<file path="src/rtl/word_tx_arbiter.sv">
// Two-requester round-robin arbiter that serializes whole words LSB-first onto a
// byte-wide valid/ready sink; a granted word is fully sent before re-arbitration.
module word_tx_arbiter #(
  parameter int BYTES = 4
) (
  input  logic               clk,
  input  logic               reset,
  input  logic               req0_valid,
  output logic               req0_ready,
  input  logic [8*BYTES-1:0] req0_word,
  input  logic               req1_valid,
  output logic               req1_ready,
  input  logic [8*BYTES-1:0] req1_word,
  output logic               tx_valid,
  input  logic               tx_ready,
  output logic [7:0]         tx_data,
  output logic               busy,
  output logic               grant_id
);

  localparam int W  = 8 * BYTES;
  localparam int CW = $clog2(BYTES) + 1;

  typedef enum logic {IDLE, SEND} state_e;

  state_e         state_q, state_d;
  logic [W-1:0]   shift_q, shift_d;
  logic [CW-1:0]  cnt_q, cnt_d;
  logic           grant_q, grant_d;
  logic           last_q, last_d;
  logic           pick0, pick1;

  // Arbitration: a tie goes to whichever requester was not served last.
  always_comb begin
    pick0 = 1'b0;
    pick1 = 1'b0;
    if (state_q == IDLE && !reset) begin
      if (req0_valid && req1_valid) begin
        pick0 = last_q;
        pick1 = !last_q;
      end else begin
        pick0 = req0_valid;
        pick1 = req1_valid;
      end
    end
  end

  assign req0_ready = pick0;
  assign req1_ready = pick1;
  assign busy       = (state_q == SEND);
  assign grant_id   = grant_q;

  always_comb begin
    state_d  = state_q;
    shift_d  = shift_q;
    cnt_d    = cnt_q;
    grant_d  = grant_q;
    last_d   = last_q;
    tx_valid = 1'b0;
    tx_data  = 8'h00;
    case (state_q)
      IDLE: begin
        if (pick0) begin
          shift_d = req0_word;
          grant_d = 1'b0;
          last_d  = 1'b0;
          cnt_d   = '0;
          state_d = SEND;
        end else if (pick1) begin
          shift_d = req1_word;
          grant_d = 1'b1;
          last_d  = 1'b1;
          cnt_d   = '0;
          state_d = SEND;
        end
      end
      SEND: begin
        tx_valid = 1'b1;
        tx_data  = shift_q[7:0];
        // The shift register holds still under backpressure, so tx_data stays stable.
        if (tx_ready) begin
          shift_d = shift_q >> 8;
          if (cnt_q == CW'(BYTES - 1)) begin
            state_d = IDLE;
          end else begin
            cnt_d = cnt_q + CW'(1);
          end
        end
      end
      default: state_d = IDLE;
    endcase
  end

  // NOTE: sequential state uses non-blocking assignments so every register samples pre-edge values.
  always_ff @(posedge clk) begin
    if (reset) begin
      state_q <= IDLE;
      shift_q <= '0;
      cnt_q   <= '0;
      grant_q <= 1'b0;
      last_q  <= 1'b1;
    end else begin
      state_q <= state_d;
      shift_q <= shift_d;
      cnt_q   <= cnt_d;
      grant_q <= grant_d;
      last_q  <= last_d;
    end
  end

endmodule

</file>
<file path="config.mk">
export PLATFORM = sky130hd
export DESIGN_NAME = word_tx_arbiter
export DESIGN_NICKNAME = d
export VERILOG_FILES = /design/src/rtl/word_tx_arbiter.sv
export SDC_FILE = /design/constraint.sdc
export NUM_CORES = 1
export LEC_CHECK = 0
export ABC_AREA = 1
export BUFFER_PORTS_ARGS = -buffer_cell sky130_fd_sc_hd__buf_2
export CAP_MARGIN = 20
export CORE_MARGIN = 4
export CORE_UTILIZATION = 47
export CTS_BUF_LIST = sky130_fd_sc_hd__clkbuf_8
export CTS_CLUSTER_SIZE = 8
export DETAILED_ROUTE_END_ITERATION = 8
export PLACE_DENSITY_LB_ADDON = 0.3
export SYNTH_ARGS = -nofsm -noshare
export SYNTH_HDL_FRONTEND = slang
export SYNTH_SLANG_ARGS = --single-unit
</file>
<file path="constraint.sdc">
create_clock -name clk -period 1.5 [get_ports clk]
set_clock_uncertainty 0.2 [all_clocks]
set_input_delay 0.225 -clock clk [delete_from_list [all_inputs] [get_ports clk]]
set_output_delay 0.225 -clock clk [all_outputs]
set_load 0.1 [all_outputs]
</file>
==> reports/results.txt, run 1 <==
post-layout min period: 1697 ps
vias in the first global route: 2,817
achievable frequency: 589.2 MHz
hold buffer count at cts: 0
mapped cell area: 2487 µm²
DR vias/cell: 5.298
crit start category: register
Initial Util: 48.70%
Die Height: 80.75 µm
Bufs on Longest Clock Path: 2
Hold Vio Cnt, Final: 0
outcome: finished with violations
critical path depth in cells: 9
Reg2Reg Setup Slack: -200 ps
crit path kind: reg -> reg
P&R area growth vs syn: 59.66%
Starting DRT DRC Count: 336
global-route wire length before repair: 12.48 mm
Post-Route WL: 8.964 mm
CP Max Fanout: 9
Die Wd: 80.75 µm
Worst path max stage delay: 420 ps
Hold Crit Class: in -> reg
CP Cell Sequence: nor2_8, buf_4, buf_8, o21ai_4, nand2_4, inv_8, clkbuf_16, nor2_2, a21oi_1
CP bufs+invs: 4
Commonest cells post-synth: inv_1, nand2_1, dfxtp_1
routability cong.: 0.8038
FF-to-FF path depth: 9
Syn Area/Cell: 5.936 µm²
Slowest-stage cell, CP: dfxtp_4
Pins Over Slew Limit: 0
die area: 6521 µm²
power density over the cells: 798.0 nW/µm²
antenna-violating nets left: 0
Total Power: 3169 µW
violated checks: setup timing
critical path arrival: 1700 ps
drt first pass iters: 5
placed wire-length estimate: 5.064 mm
Post-synth EDFFs: 0
crit share post-route: 113.2%
Clock Sinks: 38
Synth cell types: 21
Worst Tran Pin Value: 272.7 ps
Post-synth ARST share: 0%
Post-Syn Instances: 419
Clock Latency Late Sink: 290 ps
hold depth: 4
I/O Buffers: 81
Most used DFF post-synth: dfxtp_1
count leader, synth: inv_1
Slew HR: 81.82%
WL per Instance: 15.19 µm
Final Util: 77.76%
largest net degree at the start of global routing: 28
WP data required: 1510 ps
top post-synthesis cells by area: dfxtp_1, inv_1, nand2_1, nand4_1, a21oi_1
TritonCTS clock tree: done
register area share after synthesis: 30.58%
Ports: 82
GRT Residual Overflow: 0
PnR worst setup slack: -197.3 ps
total CTS buffers: 5
Cell Rows: 26
count of final setup violators: 47
Core ar.: 5107 µm²
antenna cell count: 0
Root Driver: clkbuf_8
Synth Net Count: 490
FILL cells: 351
DRC: 0
clk slew on worst S/H paths: 70 ps
dominant cell type by area after synthesis: dfxtp_1
YS warnings: 0
Final nets: 590
CP top delay family: buffers and inverters
share of the synthesized area in the top cell type: 30.58%
initial antenna violation count: 0
via count: 3,126
register bit total from synthesis: 38
peak supply drop: 0.5267 mV
unrepaired setup endpoints after global routing: yes
layout cells sized above 1: 38.65%
endpoint type of the worst setup path: register
P_leak: 0.002192 µW
max cap viols: 0
Tot GR Track Use: 23.71%
pre-CTS setup slack: -26.09 ps
H-tree depth: 2
[state kept, by name (all words and copies together), names as in the netlist]
signal    cells
shift_q      32
cnt_q         3
busy          1
grant_id      1
last_q        1
[worst register-to-register path: stages (launching register included)]
cell	delay [ps]
dfxtp_4	420
nor2_8	50
buf_4	130
buf_8	120
o21ai_4	90
nand2_4	120
inv_8	120
clkbuf_16	160
nor2_2	40
a21oi_1	170
[cells in the final DEF, fill, tap and decap left out, types with 2 or more instances in the layout]
cell,n
nand2_1,66
a21oi_1,21
nand2_4,8
nor2_2,11
a21oi_2,13
nand3_2,5
o21ai_2,2
o211ai_1,2
buf_6,3
nor2_1,16
o21ai_4,3
inv_1,93
ha_1,2
o21ai_0,10
nand4_1,32
buf_4,23
buf_2,68
dfxtp_1,37
clkbuf_16,4
buf_8,2
clkinvlp_4,9
buf_12,19
o21ai_1,14
clkbuf_8,6
nor2_4,3
nand3_1,25
nand2_2,8
inv_2,2
nand3_4,3
[power by group]
group | leakage, µW | total (µW) | internal (µW) | switching (µW)
clock | 0.0000524 | 739 | 365 | 374
combinational | 0.00182 | 1250 | 537 | 711
sequential | 0.000315 | 1180 | 1110 | 72.0
total | 0.00219 | 3170 | 2010 | 1160
[cells by family (layout without fill, tap and decap cells)]
group           after synthesis  in the layout  synth area share, %
compound gates               66             66                13.93
flops                        38             38                30.58
simple gates                178            178                32.90
fa+ha+maj                     2              2                1.006
buf+inv                     135            236                21.58
[area by class of cell]
type / count / area, µm² / share of cell area [%]
multi-input cells: 246 / 1460 / 36.77
repair buffers: 121 / 1117 / 28.13
flip-flops and latches: 38 / 764.5 / 19.25
inverters: 107 / 450.4 / 11.34
well taps: 70 / 87.58 / 2.205
clock buffers: 6 / 82.58 / 2.079
clock inverters: 2 / 8.758 / 0.2205
[through the flow]
step / TNS (ps) / cell area (µm²) / instances / hold slack, ps
final: -6292 / 3971 / 590 / 32.59
after floorplan: -5022 / 2601 / 419 / 192.0
after detailed placement: -65.18 / 3312 / 564 / 252.9
after global routing: -8324 / 3971 / 590 / 55.47
after CTS: -4515 / 3622 / 580 / 13.65
after global placement: 0 / 3312 / 564 / 247.7
[per-layer routing]
layer  wire (µm)  vias to the layer above  GRT usage [%]
li1            -                     1497              -
met1        3498                     1437          30.31
met2        4641                      172          41.89
met3         666                       20          4.102
met4         158                        0          4.899
met5           0                        -              0
[final timing paths]
kind,start,end
setup / recovery,busy,shift_q[17]
hold / removal,tx_ready,busy
setup reg to reg,busy,shift_q[17]
hold reg to reg,shift_q[27],shift_q[27]
[timing repair]
action	in CTS	in global routing
pin swaps	11	11
setup endpoints to repair	14	49
gates cloned	2	4
setup buffers	6	7
resized for setup	40	61
Note: power is estimated with default switching activity, not from simulation.
==> run 2: changes to the inputs <==
--- a/config.mk
+++ b/config.mk
@@ -14,6 +14,8 @@
 export CTS_CLUSTER_SIZE = 8
 export DETAILED_ROUTE_END_ITERATION = 8
 export PLACE_DENSITY_LB_ADDON = 0.3
+export SKIP_CTS_REPAIR_TIMING = 1
+export SLEW_MARGIN = 15
 export SYNTH_ARGS = -nofsm -noshare
 export SYNTH_HDL_FRONTEND = slang
 export SYNTH_SLANG_ARGS = --single-unit
==> reports/results.txt, run 2 (synthesis gave the netlist of run 1 again) <==
die area: 6521 µm²
busiest layer in global routing: met2
Starting DRT DRC Count: 260
Die Height: 80.75 µm
global-route wire length before repair: 11.45 mm
placed wire-length estimate: 5.064 mm
met1 Use GR: 27.61%
vias in the first global route: 2,683
via count: 2,935
violated checks: setup timing
Pins Over Slew Limit: 0
CP Launch Point: busy
total CTS buffers: 5
Cell Rows: 26
Initial Util: 48.70%
Top Registers: shift_q: 32 flops, cnt_q: 3 flops
Final nets: 588
endpoint type of the worst setup path: primary output
final non-filler cell total: 588
max reg flops: 32
max cap viols: 0
CP Cell Sequence: nor2_8, inv_2, nor2_4, o21ai_2, inv_4, buf_12
Worst Tran Pin Value: 269.2 ps
Clock Latency Late Sink: 290 ps
Hold Vio Cnt, Final: 0
DR vias/cell: 4.991
WL per Instance: 12.31 µm
critical path arrival: 1280 ps
worst setup path endpoint: req1_ready
Reg2Reg Setup Slack: -130 ps
DRC: 0
FF-to-FF path depth: 8
Tot GR Track Use: 21.43%
Largest Register: shift_q
CP Max Fanout: 5
Die Wd: 80.75 µm
commonest cells after routing, fill and taps aside: inv_1, nand2_1, buf_2, dfxtp_1
P&R area growth vs syn: 46.63%
power density over the cells: 804.8 nW/µm²
commonest non-fill, non-tap cell in the layout: inv_1
count of final setup violators: 45
Slew HR: 82.06%
largest net degree at the start of global routing: 28
achievable frequency: 587.7 MHz
unrepaired setup endpoints after global routing: yes
I/O Buffers: 81
Placed Area: 3312 µm²
Slowest-stage cell, CP: dfxtp_4
layout cells sized above 1: 31.47%
clk slew on worst S/H paths: 60 ps
GR Layer Usage met2: 37.25%
Ports: 82
WP data required: 1070 ps
critical path depth in cells: 6
drt first pass iters: 7
r2r endpoint: shift_q[1]
Reg2Reg Launch Point: busy
post-layout min period: 1702 ps
crit path kind: reg -> out
Final Util: 71.41%
routability cong.: 0.8038
outcome: finished with violations
Clock Sinks: 38
PnR worst setup slack: -201.6 ps
CP bufs+invs: 3
met3 Use GR: 4.213%
antenna-violating nets left: 0
Bufs on Longest Clock Path: 2
Finished Cell Area: 3647 µm²
initial antenna violation count: 0
peak supply drop: 0.5396 mV
Post-Route WL: 7.237 mm
TritonCTS clock tree: done
Core ar.: 5107 µm²
P_leak: 0.002080 µW
Total Power: 2935 µW
CP top delay family: flip-flops
H-tree depth: 2
Hold Crit Class: in -> reg
antenna cell count: 0
Worst path max stage delay: 380 ps
crit start category: register
crit share post-route: 113.4%
DP Cell Count: 564
Fin Hold WS: 36.16 ps
Root Driver: clkbuf_8
GRT Residual Overflow: 0
-- run 2: cell count changes in the layout (fill, tap and decap cells not counted), sizes merged --
cell,previous run,this run
bufbuf,1,0
nand3,33,34
clkbuf,10,8
-- run 2: worst min-delay path: cells and delay by family --
kind,cells,cell delay (ps)
buffers and inverters,1,90
AO/OA/AOI/OAI,1,50
AND/OR/NAND/NOR,2,110
-- run 2: where the power goes --
part	switching [µW]	leakage, µW	internal [µW]
Sequential	59.2	0.000315	1110
Combinational	611	0.00171	446
Clock	346	0.0000524	364
Total	1020	0.00208	1920
-- run 2: layout make-up --
type	instances	area, µm²
clock buffers	6	82.58
inverters	107	442.9
flip-flops and latches	38	764.5
well taps	70	87.58
multi-input cells	247	1284
fillers	418	1460
clock inverters	2	8.758
repair buffers	118	977.2
-- run 2: routing by layer --
layer  share of wire [%]  wire length, µm
met1                  45             3239
met2                  48             3482
met3                 5.9              426
met5                   0                0
met4                 1.2               88
-- run 2: how the worst min path moves through the flow --
stage                      from          end  slack, ps  depth (start not counted)
global placement    shift_q[24]  shift_q[24]        250                          2
floorplan              tx_ready         busy        190                          3
global route           tx_ready         busy         70                          4
finish                 tx_ready         busy         40                          4
CTS                    tx_ready         busy         10                          4
detailed placement  shift_q[27]  shift_q[27]        250                          2
-- run 2: metrics by stage --
| stage | setup WS, ps | TNS (ps) |
|---|---|---|
| after CTS | -295.9 | -2046 |
| final | -201.6 | -4028 |
| after detailed placement | -26.09 | -65.18 |
| after global placement | 19.60 | 0 |
| after global routing | -260.5 | -6633 |
| after floorplan | -309.4 | -5022 |
